$ cat src/rtl/config_frame_pkg.sv
// Shared definitions for the configuration frame writer: header layout,
// opcodes and the writer's state encoding.
package config_frame_pkg;

  localparam logic [7:0] OP_NOP         = 8'h00;
  localparam logic [7:0] OP_WRITE_FRAME = 8'h01;

  // Header fields are byte-wide; positions are the LSB of each field.
  localparam int FIELD_W    = 8;
  localparam int OPCODE_LSB = 24;
  localparam int COLUMN_LSB = 16;
  localparam int FRAME_LSB  = 8;

  typedef enum logic [1:0] {
    HEADER  = 2'd0,
    PAYLOAD = 2'd1,
    DONE    = 2'd2
  } state_e;

endpackage

$ cat src/rtl/frame_strobe_decoder.sv
// Maps a (column, frame) pair onto one bit of the flattened frame-strobe
// bus. Purely combinational; the parent registers the result.
module frame_strobe_decoder #(
  parameter int NUM_COLS           = 16,
  parameter int MAX_FRAMES_PER_COL = 20,
  parameter int IDX_W              = $clog2(NUM_COLS * MAX_FRAMES_PER_COL)
) (
  input  logic [IDX_W-1:0]                           col_i,
  input  logic [IDX_W-1:0]                           frame_i,
  input  logic                                       en_i,
  output logic [NUM_COLS*MAX_FRAMES_PER_COL-1:0]     strobe_o
);

  localparam int                NUM_STROBES = NUM_COLS * MAX_FRAMES_PER_COL;
  localparam logic [IDX_W-1:0]  FRAMES      = IDX_W'(MAX_FRAMES_PER_COL);

  logic [IDX_W-1:0] idx;

  assign idx = col_i * FRAMES + frame_i;

  // NOTE: strobe_o gets a default before the loop so every path assigns it;
  // without that, a purely combinational block would infer latches.
  always_comb begin
    strobe_o = '0;
    for (int i = 0; i < NUM_STROBES; i++) begin
      if (en_i && idx == IDX_W'(i)) strobe_o[i] = 1'b1;
    end
  end

endmodule

$ cat src/rtl/config_frame_writer.sv
// Parses configuration headers from the upstream word stream, assembles
// NUM_ROWS payload words into a frame and strobes it into the fabric.
module config_frame_writer
  import config_frame_pkg::*;
#(
  parameter int NUM_ROWS           = 16,
  parameter int NUM_COLS           = 16,
  parameter int MAX_FRAMES_PER_COL = 20
) (
  input  logic                                   clk,
  input  logic                                   reset,
  input  logic [31:0]                            word_in,
  input  logic                                   word_strobe,
  input  logic                                   config_done,
  output logic [NUM_ROWS*32-1:0]                 frame_data,
  output logic [NUM_COLS*MAX_FRAMES_PER_COL-1:0] frame_strobe,
  output logic                                   busy,
  output logic                                   header_error,
  output logic [15:0]                            frame_count
);

  localparam int NUM_STROBES = NUM_COLS * MAX_FRAMES_PER_COL;
  localparam int IDX_W       = (NUM_STROBES > 1) ? $clog2(NUM_STROBES) : 1;
  localparam int CNT_W       = (NUM_ROWS > 1) ? $clog2(NUM_ROWS) : 1;
  localparam logic [CNT_W-1:0] LAST_WORD = CNT_W'(NUM_ROWS - 1);

  state_e                        state_q, state_d;
  logic [CNT_W-1:0]              word_cnt_q, word_cnt_d;
  logic [IDX_W-1:0]              col_q, col_d;
  logic [IDX_W-1:0]              frame_q, frame_d;
  logic [NUM_ROWS-1:0][31:0]     buf_q, buf_d;
  logic [NUM_ROWS-1:0][31:0]     frame_data_q, frame_data_d;
  logic [NUM_STROBES-1:0]        frame_strobe_q, frame_strobe_d;
  logic                          busy_q, busy_d;
  logic                          header_error_q, header_error_d;
  logic [15:0]                   frame_count_q, frame_count_d;

  logic [FIELD_W-1:0]            hdr_opcode, hdr_col, hdr_frame;
  logic                          hdr_write_ok;
  logic                          frame_complete;
  logic [NUM_STROBES-1:0]        strobe_dec;

  assign hdr_opcode = word_in[OPCODE_LSB +: FIELD_W];
  assign hdr_col    = word_in[COLUMN_LSB +: FIELD_W];
  assign hdr_frame  = word_in[FRAME_LSB  +: FIELD_W];

  assign hdr_write_ok = (hdr_opcode == OP_WRITE_FRAME)
                     && (int'(hdr_col)   < NUM_COLS)
                     && (int'(hdr_frame) < MAX_FRAMES_PER_COL);

  // config_done takes priority, so a word arriving with it never completes.
  assign frame_complete = (state_q == PAYLOAD) && word_strobe && !config_done
                       && (word_cnt_q == LAST_WORD);

  frame_strobe_decoder #(
    .NUM_COLS           (NUM_COLS),
    .MAX_FRAMES_PER_COL (MAX_FRAMES_PER_COL),
    .IDX_W              (IDX_W)
  ) u_strobe_dec (
    .col_i    (col_q),
    .frame_i  (frame_q),
    .en_i     (frame_complete),
    .strobe_o (strobe_dec)
  );

  always_comb begin
    state_d        = state_q;
    word_cnt_d     = word_cnt_q;
    col_d          = col_q;
    frame_d        = frame_q;
    buf_d          = buf_q;
    frame_data_d   = frame_data_q;
    frame_strobe_d = '0;
    header_error_d = header_error_q;
    frame_count_d  = frame_count_q;

    if (config_done) begin
      state_d = DONE;
    end else begin
      unique case (state_q)
        HEADER: begin
          if (word_strobe) begin
            if (hdr_write_ok) begin
              state_d    = PAYLOAD;
              col_d      = IDX_W'(hdr_col);
              frame_d    = IDX_W'(hdr_frame);
              word_cnt_d = '0;
            end else if (hdr_opcode != OP_NOP) begin
              header_error_d = 1'b1;
            end
          end
        end
        PAYLOAD: begin
          if (word_strobe) begin
            // First payload word lands in the top row, last in row 0.
            buf_d[LAST_WORD - word_cnt_q] = word_in;
            if (word_cnt_q == LAST_WORD) begin
              frame_data_d    = buf_q;
              frame_data_d[0] = word_in;
              frame_strobe_d  = strobe_dec;
              if (frame_count_q != 16'hFFFF) frame_count_d = frame_count_q + 16'd1;
              state_d = HEADER;
            end else begin
              word_cnt_d = word_cnt_q + CNT_W'(1);
            end
          end
        end
        DONE:    state_d = DONE;
        default: state_d = HEADER;
      endcase
    end

    busy_d = (state_d == PAYLOAD);
  end

  // NOTE: sequential state is updated with non-blocking assignments only, so
  // every flop samples the pre-edge value of every other flop.
  always_ff @(posedge clk) begin
    if (reset) begin
      state_q        <= HEADER;
      word_cnt_q     <= '0;
      col_q          <= '0;
      frame_q        <= '0;
      frame_data_q   <= '0;
      frame_strobe_q <= '0;
      busy_q         <= 1'b0;
      header_error_q <= 1'b0;
      frame_count_q  <= '0;
    end else begin
      state_q        <= state_d;
      word_cnt_q     <= word_cnt_d;
      col_q          <= col_d;
      frame_q        <= frame_d;
      frame_data_q   <= frame_data_d;
      frame_strobe_q <= frame_strobe_d;
      busy_q         <= busy_d;
      header_error_q <= header_error_d;
      frame_count_q  <= frame_count_d;
    end
  end

  // NOTE: the assembly buffer is deliberately left out of reset: every row is
  // rewritten before a frame can complete, so its contents are never exposed.
  always_ff @(posedge clk) begin
    buf_q <= buf_d;
  end

  assign frame_data   = frame_data_q;
  assign frame_strobe = frame_strobe_q;
  assign busy         = busy_q;
  assign header_error = header_error_q;
  assign frame_count  = frame_count_q;

endmodule

$ cat config.mk
export PLATFORM = sky130hd
export DESIGN_NAME = config_frame_writer
export DESIGN_NICKNAME = d
export VERILOG_FILES = /design/src/rtl/config_frame_pkg.sv /design/src/rtl/frame_strobe_decoder.sv /design/src/rtl/config_frame_writer.sv
export SDC_FILE = /design/constraint.sdc
export NUM_CORES = 2
export LEC_CHECK = 0
export ABC_AREA = 1
export BUFFER_PORTS_ARGS = -buffer_cell sky130_fd_sc_hd__buf_4
export CELL_PAD_IN_SITES_DETAIL_PLACEMENT = 1
export CELL_PAD_IN_SITES_GLOBAL_PLACEMENT = 1
export CORE_MARGIN = 2
export CORE_UTILIZATION = 35
export DETAILED_ROUTE_END_ITERATION = 10
export PLACE_DENSITY = 0.66
export SLEW_MARGIN = 20
export SYNTH_ARGS = -nofsm -noshare
export SYNTH_HDL_FRONTEND = slang
export SYNTH_SLANG_ARGS = --single-unit
$ cat constraint.sdc
create_clock -name clk -period 3.2 [get_ports clk]
set_input_delay 0.48 -clock clk [delete_from_list [all_inputs] [get_ports clk]]
set_output_delay 0.48 -clock clk [all_outputs]
set_load 0.01 [all_outputs]
### Word level (Yosys, flattened, before mapping)

Index checks and enable logic that the tools add are counted.

| cells by class | value |
|---|---|
| multipliers | 1 |
| order comparisons | 4 |
| bitwise logic cells | 5 |
| $add $sub $neg | 4 |
| reduce and logical (&&, ||, !) cells | 338 |
| multiplexer cells | 334 |
| equal/unequal tests | 329 |

Operator list:

| kind | count |
|---|---|
| $eq 9x8->1 const B | 128 |
| $eq 9x7->1 const B | 64 |
| $eq 9x9->1 const B | 64 |
| $bwmux 512 | 1 |
| $logic_and 1x1->1 | 326 |
| $mux 1 | 320 |
| $eq 9x6->1 const B | 32 |
| $eq 9x5->1 const B | 16 |
| $demux 32 s4 | 1 |
| $eq 9x4->1 const B | 8 |
| $eq 9x3->1 const B | 4 |
| $mux 32 | 1 |
| $eq 9x2->1 const B | 2 |
| $add 16x1->16 const B | 1 |
| $lt 8x5->1 const B | 2 |
| $mux 4 | 4 |
| $ne 16x16->1 const B | 1 |
| $mux 2 | 5 |
| $reduce_and 5->1 | 2 |
| $add 9x8->9 | 1 |
| $eq 9x1->1 const B | 1 |
| $logic_not 9->1 | 1 |
| $eq 8x1->1 const B | 1 |
| $mul 8x3->7 const B | 1 |
| 19 further kinds | 28 |

| storage, ports and cells | value |
|---|---|
| output and inout port bits | 850 |
| logic and storage cells | 1055 |
| register bits | 1384 |

### Longest topological paths before layout

| depth | value |
|---|---|
| depth in word-level cells | 8 |
| mapped depth | 16 |

### Cells and area by module

A second synthesis with hierarchy kept.

| unflattened totals | value |
|---|---|
| cells, all modules | 4532 |
| area total of the unflattened synthesis | 45723.9 µm² |

By module, submodules not included:

| module | sequential area each (µm²) | cells each | times used | area an instance (µm²) |
|---|---|---|---|---|
| config_frame_writer | 31870.6 | 3999 | 1 | 42991.2 |
| frame_strobe_decoder | 0.0 | 533 | 1 | 2732.6 |

### Worst setup path after synthesis

No wires, ideal clock.

| path | value |
|---|---|
| path kind | reg-to-reg |
| from | register col_q[1] |
| to | register frame_strobe_q[195] (netlist: frame_strobe[195]) |
| stages on the path, launching flop included | 17 |
| required time | 3.132 ns |
| arrival time | 2.890 ns |
| setup time | 0.068 ns |
| buffers on the path | 2 |
| slack | 0.243 ns |
| cells stage by stage | dfxtp_1 -> ha_1 -> ha_1 -> fa_1 -> xor2_1 -> ha_1 -> nand2_1 -> inv_1 -> nand3_1 -> nand3_1 -> inv_1 -> nand3_1 -> nand2_2 -> buf_6 -> nand3_2 -> buf_2 -> nor2_1 |

| on the way | value |
|---|---|
| word-level cells in the longest chain between the ends | 5 |

RTL lines:

| element | RTL line | RTL |
|---|---|---|
| start, declared | config_frame_writer.sv:29 | `logic [IDX_W-1:0] col_q, col_d;` |
| start signal, assigned | config_frame_writer.sv:132 | `col_q <= col_d;` |
| $mul 8x3->7 | frame_strobe_decoder.sv:19 | `assign idx = col_i * FRAMES + frame_i;` |
| $add 9x8->9 | frame_strobe_decoder.sv:19 |  |
| $eq 9x8->1 | frame_strobe_decoder.sv:26 | `if (en_i && idx == IDX_W'(i)) strobe_o[i] = 1'b1;` |
| $logic_and 1x1->1 | frame_strobe_decoder.sv:26 |  |
| $mux 1 | frame_strobe_decoder.sv:26 |  |
| end signal, assigned | config_frame_writer.sv:135 | `frame_strobe_q <= frame_strobe_d;` |
| end, declared | config_frame_writer.sv:33 | `logic [NUM_STROBES-1:0] frame_strobe_q, frame_strobe_d;` |

No other way between the ends.
A chain may end at the register's enable or synchronous reset.

### Final worst setup path

| path | value |
|---|---|
| from | register col_q[1] |
| to | register frame_strobe_q[119] (netlist: frame_strobe[119]) |

| on the way | value |
|---|---|
| word-level cells in the longest chain between the ends | 5 |

RTL lines:

| element | RTL line |
|---|---|
| $mul 8x3->7 | frame_strobe_decoder.sv:19 |
| $add 9x8->9 | frame_strobe_decoder.sv:19 |
| $eq 9x7->1 | frame_strobe_decoder.sv:26 |
| $logic_and 1x1->1 | frame_strobe_decoder.sv:26 |
| $mux 1 | frame_strobe_decoder.sv:26 |

No other way between the ends.

==> results.md <==
* Status: complete, no violations
* Netlist area before placement at 0.0426 mm^2
* Pin count of the biggest net entering global routing at 175
* Via density at 4.97
* Remaining number of nets flagged by the antenna check after routing at 0
* Share of post-route cells with drive strength above 1 at 25.5%
* Proportion of power drawn by combinational gates at 1.5%
* Type of the worst setup path: reg2reg
* Synth top area cells: sky130_fd_sc_hd__dfxtp_1, sky130_fd_sc_hd__edfxtp_1, sky130_fd_sc_hd__nor2_1
* Routability cong. at 0.853
* Post-CTS Setup Bufs at 0
* Core ar. at 0.121 mm^2
* Area of the die at 0.125 mm^2
* Part of the power in registers at 51.3%
* Share of the synthesized area in the top cell type at 40.9%
* Number of DRC violations after detailed routing at 0
* Number of buffers between clock root and the deepest sink at 3
* Total GRT Usage at 25.7%
* Top cell type by total area after synthesis: sky130_fd_sc_hd__dfxtp_1
* Design Power at 0.0346 W
* Total congestion overflow at 0
* Total CTS buffers at 143
* Element type at the critical path end: flop
* Required arrival time at the worst endpoint at 3.86 ns
* Clock slew seen by the registers of the worst setup and hold paths at 0.06 ns
* Synth-to-layout area growth at 32.0%
* Psw at 0.00745 W
* Placement-stage cell area at 0.0514 mm^2
* Pins Over Slew Limit at 0
* Synth Area per Inst at 11.1 um^2
* Initial DRT Pass Iterations at 5
* Commonest cells after routing, fill and taps aside: sky130_fd_sc_hd__nor2_1, sky130_fd_sc_hd__buf_4, sky130_fd_sc_hd__dfxtp_1, sky130_fd_sc_hd__o21ai_0, sky130_fd_sc_hd__edfxtp_1
* Clock sink total at 1351
* Iter 0 DRT Violations at 2844
* Maximum operating frequency at 328 MHz
* Nature of the critical path startpoint: flop
* Overall via count from detail_route at 32300
* Die outline height at 353 um
* Count of synthesis-stage warnings from yosys at 0
* Floorplan die width at 353 um
* Switching share of power at 21.5%
* Post-DR wirelength/cell at 25.7 um
* Final design instance area without fill at 0.0563 mm^2
* Number of setup violations in the final report at 0
* Internal power contribution at 0.0272 W
* Number of nets produced by synthesis at 3905
* Number of instances in the synthesized netlist at 3847
* I/O Pins at 886
* Antenna violations before repair at 22
* Starting density of the core at 35.1%
* Relative slew slack at 27.4%
* Detailed Route WL at 167000 um
* NumNets Final at 4800
* I/O Buffers at 885
* CTS Root Cell: sky130_fd_sc_hd__clkbuf_16
* Pwr/cell area at 615 mW/mm^2
* HP Class: in2reg
* Data arrival at the endpoint of the critical path at 3.71 ns
* First-pass GRT wire length at 232000 um
* Count of endpoints failing hold in the final timing report at 0
* Peak supply drop at 459 uV
* Share of total power in the clock network at 47.3%
* Tightest Pin Transition at 1.09 ns
* Via count of the first global-routing pass at 31600
* Final worst-path cycle share at 95.2%
* Most frequent standard cell in the layout excluding fill and tap cells: sky130_fd_sc_hd__nor2_1
* Count of filler cells inserted in the layout at 13200
* # H-tree levels at 4
* Sequential area share after synthesis at 74.7%
* Period minus WS final at 3.05 ns
* Flop and latch count out of synthesis at 1351
* Synth cell types at 30
* Clock latency of the later-clocked register in the worst-skew pair at 0.75 ns
* Detailed Place HPWL at 107000 um
* Site row count at 128
* Leak Pwr at 23.7 nW
* Maximum fanout encountered on the critical timing path at 16
* Worst clock skew at 0.0424 ns
* Reported max-cap violation count at 0
* CTS tree: yes
-- layer usage --
layer	global-route usage, %	up-vias	share of wire, %
met3	5.79	256	7.2
met4	8.64	2	3.3
li1	-	14500	-
met2	43.2	1212	49
met1	32.7	16300	41
met5	0	-	0.0078
-- state kept, by name, summed over array words and instances, names as in the netlist, 2 cells and up --
name / flops
frame_count: 16
frame_data: 512
col_q: 7
buf_q: 480
frame_strobe: 320
frame_q: 8
state_q: 2
word_cnt_q: 4
-- worst max-delay path, cell delays in order (launching register included) --
cell                      delay [ns]
sky130_fd_sc_hd__dfxtp_1        0.32
sky130_fd_sc_hd__ha_1           0.29
sky130_fd_sc_hd__ha_2           0.20
sky130_fd_sc_hd__fa_2           0.35
sky130_fd_sc_hd__xor2_2         0.19
sky130_fd_sc_hd__ha_1           0.30
sky130_fd_sc_hd__nand2_1        0.07
sky130_fd_sc_hd__inv_1          0.05
sky130_fd_sc_hd__nand3_1        0.09
sky130_fd_sc_hd__nand3_2        0.11
sky130_fd_sc_hd__inv_1          0.10
sky130_fd_sc_hd__nand3_2        0.10
sky130_fd_sc_hd__nand2_4        0.13
sky130_fd_sc_hd__buf_4          0.20
sky130_fd_sc_hd__nand3_1        0.09
sky130_fd_sc_hd__buf_4          0.24
sky130_fd_sc_hd__nor2_1         0.12
-- worst paths after layout --
path	end	slack [ns]	cells past startpoint	from
worst max register to register	frame_strobe[119]$_SDFF_PP0_	0.15	16	col_q[1]$_SDFFE_PP0P_
worst min-delay path	frame_data[29]$_SDFFE_PP0P_	0.1	3	word_in[29]
worst max-delay path	frame_strobe[119]$_SDFF_PP0_	0.15	16	col_q[1]$_SDFFE_PP0P_
worst min register to register	frame_data[412]$_SDFFE_PP0P_	0.46	2	buf_q[412]$_DFFE_PP_
-- cell usage after synthesis, drive strengths merged --
cell type	count
a21oi	35
buf	63
clkbuf	159
dfxtp	871
edfxtp	480
fa	2
ha	20
inv	69
nand2	90
nand3	91
nand3b	3
nand4	3
nor2	1407
nor3	7
nor3b	1
o211ai	1
o21ai	526
o21bai	1
o22ai	1
xnor2	7
xor2	10
-- final cells by class --
| cell class | count | area (um^2) | share of cell area, % |
|---|---|---|---|
| inverters | 69 | 274 | 0.487 |
| clock buffers | 204 | 4110 | 7.30 |
| well taps | 1625 | 2030 | 3.61 |
| multi-input cells | 2207 | 9790 | 17.4 |
| clock inverters | 58 | 533 | 0.947 |
| repair buffers | 970 | 7680 | 13.6 |
| flip-flops and latches | 1351 | 31900 | 56.6 |
| diodes | 4 | 10.0 | 0.0178 |
-- power groups by stage --
stage / Sequential (W) / Clock, W / Combinational [W]
finish: 0.0178 / 0.0164 / 0.000506
global route: 0.0177 / 0.0173 / 0.000517
CTS: 0.0178 / 0.0166 / 0.000513
detailed placement: 0.0181 / 0 / 0.000510
global placement: 0.0181 / 0 / 0.000510
floorplan: 0.0181 / 0 / 0.0000983
-- cells by family after synthesis --
| logic type | count (synthesis) | share of synthesized area [%] |
|---|---|---|
| and+or+nand+nor | 1602 | 14.8 |
| DFF | 1351 | 74.7 |
| AOI/OAI and AO/OA | 564 | 6.63 |
| buffers and inverters | 291 | 2.83 |
| adders and majority gates | 22 | 0.681 |
| xor gates and xnor gates | 17 | 0.349 |
-- metrics by stage --
| stage | instances | TNS, ns | util, % | setup WS, ns | hold WS [ns] |
|---|---|---|---|---|---|
| floorplan | 3847 | 0 | - | 0.243 | 0.440 |
| global placement | 6216 | 0 | 42.4 | 0.136 | 0.440 |
| detailed placement | 6216 | 0 | 42.4 | 0.0322 | 0.449 |
| CTS | 6480 | 0 | 46.2 | 0.00576 | 0.0222 |
| global route | 6484 | -0.00150 | 46.4 | -0.00150 | 0.0676 |
| finish | 6488 | 0 | 46.4 | 0.152 | 0.0961 |
-- repair_timing --
item                       in CTS  in global routing
hold buffers                    2                  0
resized for setup               1                 23
pin swaps                       0                  2
hold endpoints to repair        3                  0
setup endpoints to repair       1                256
gates cloned                    0                  4
(Power assumes the default switching activity.)
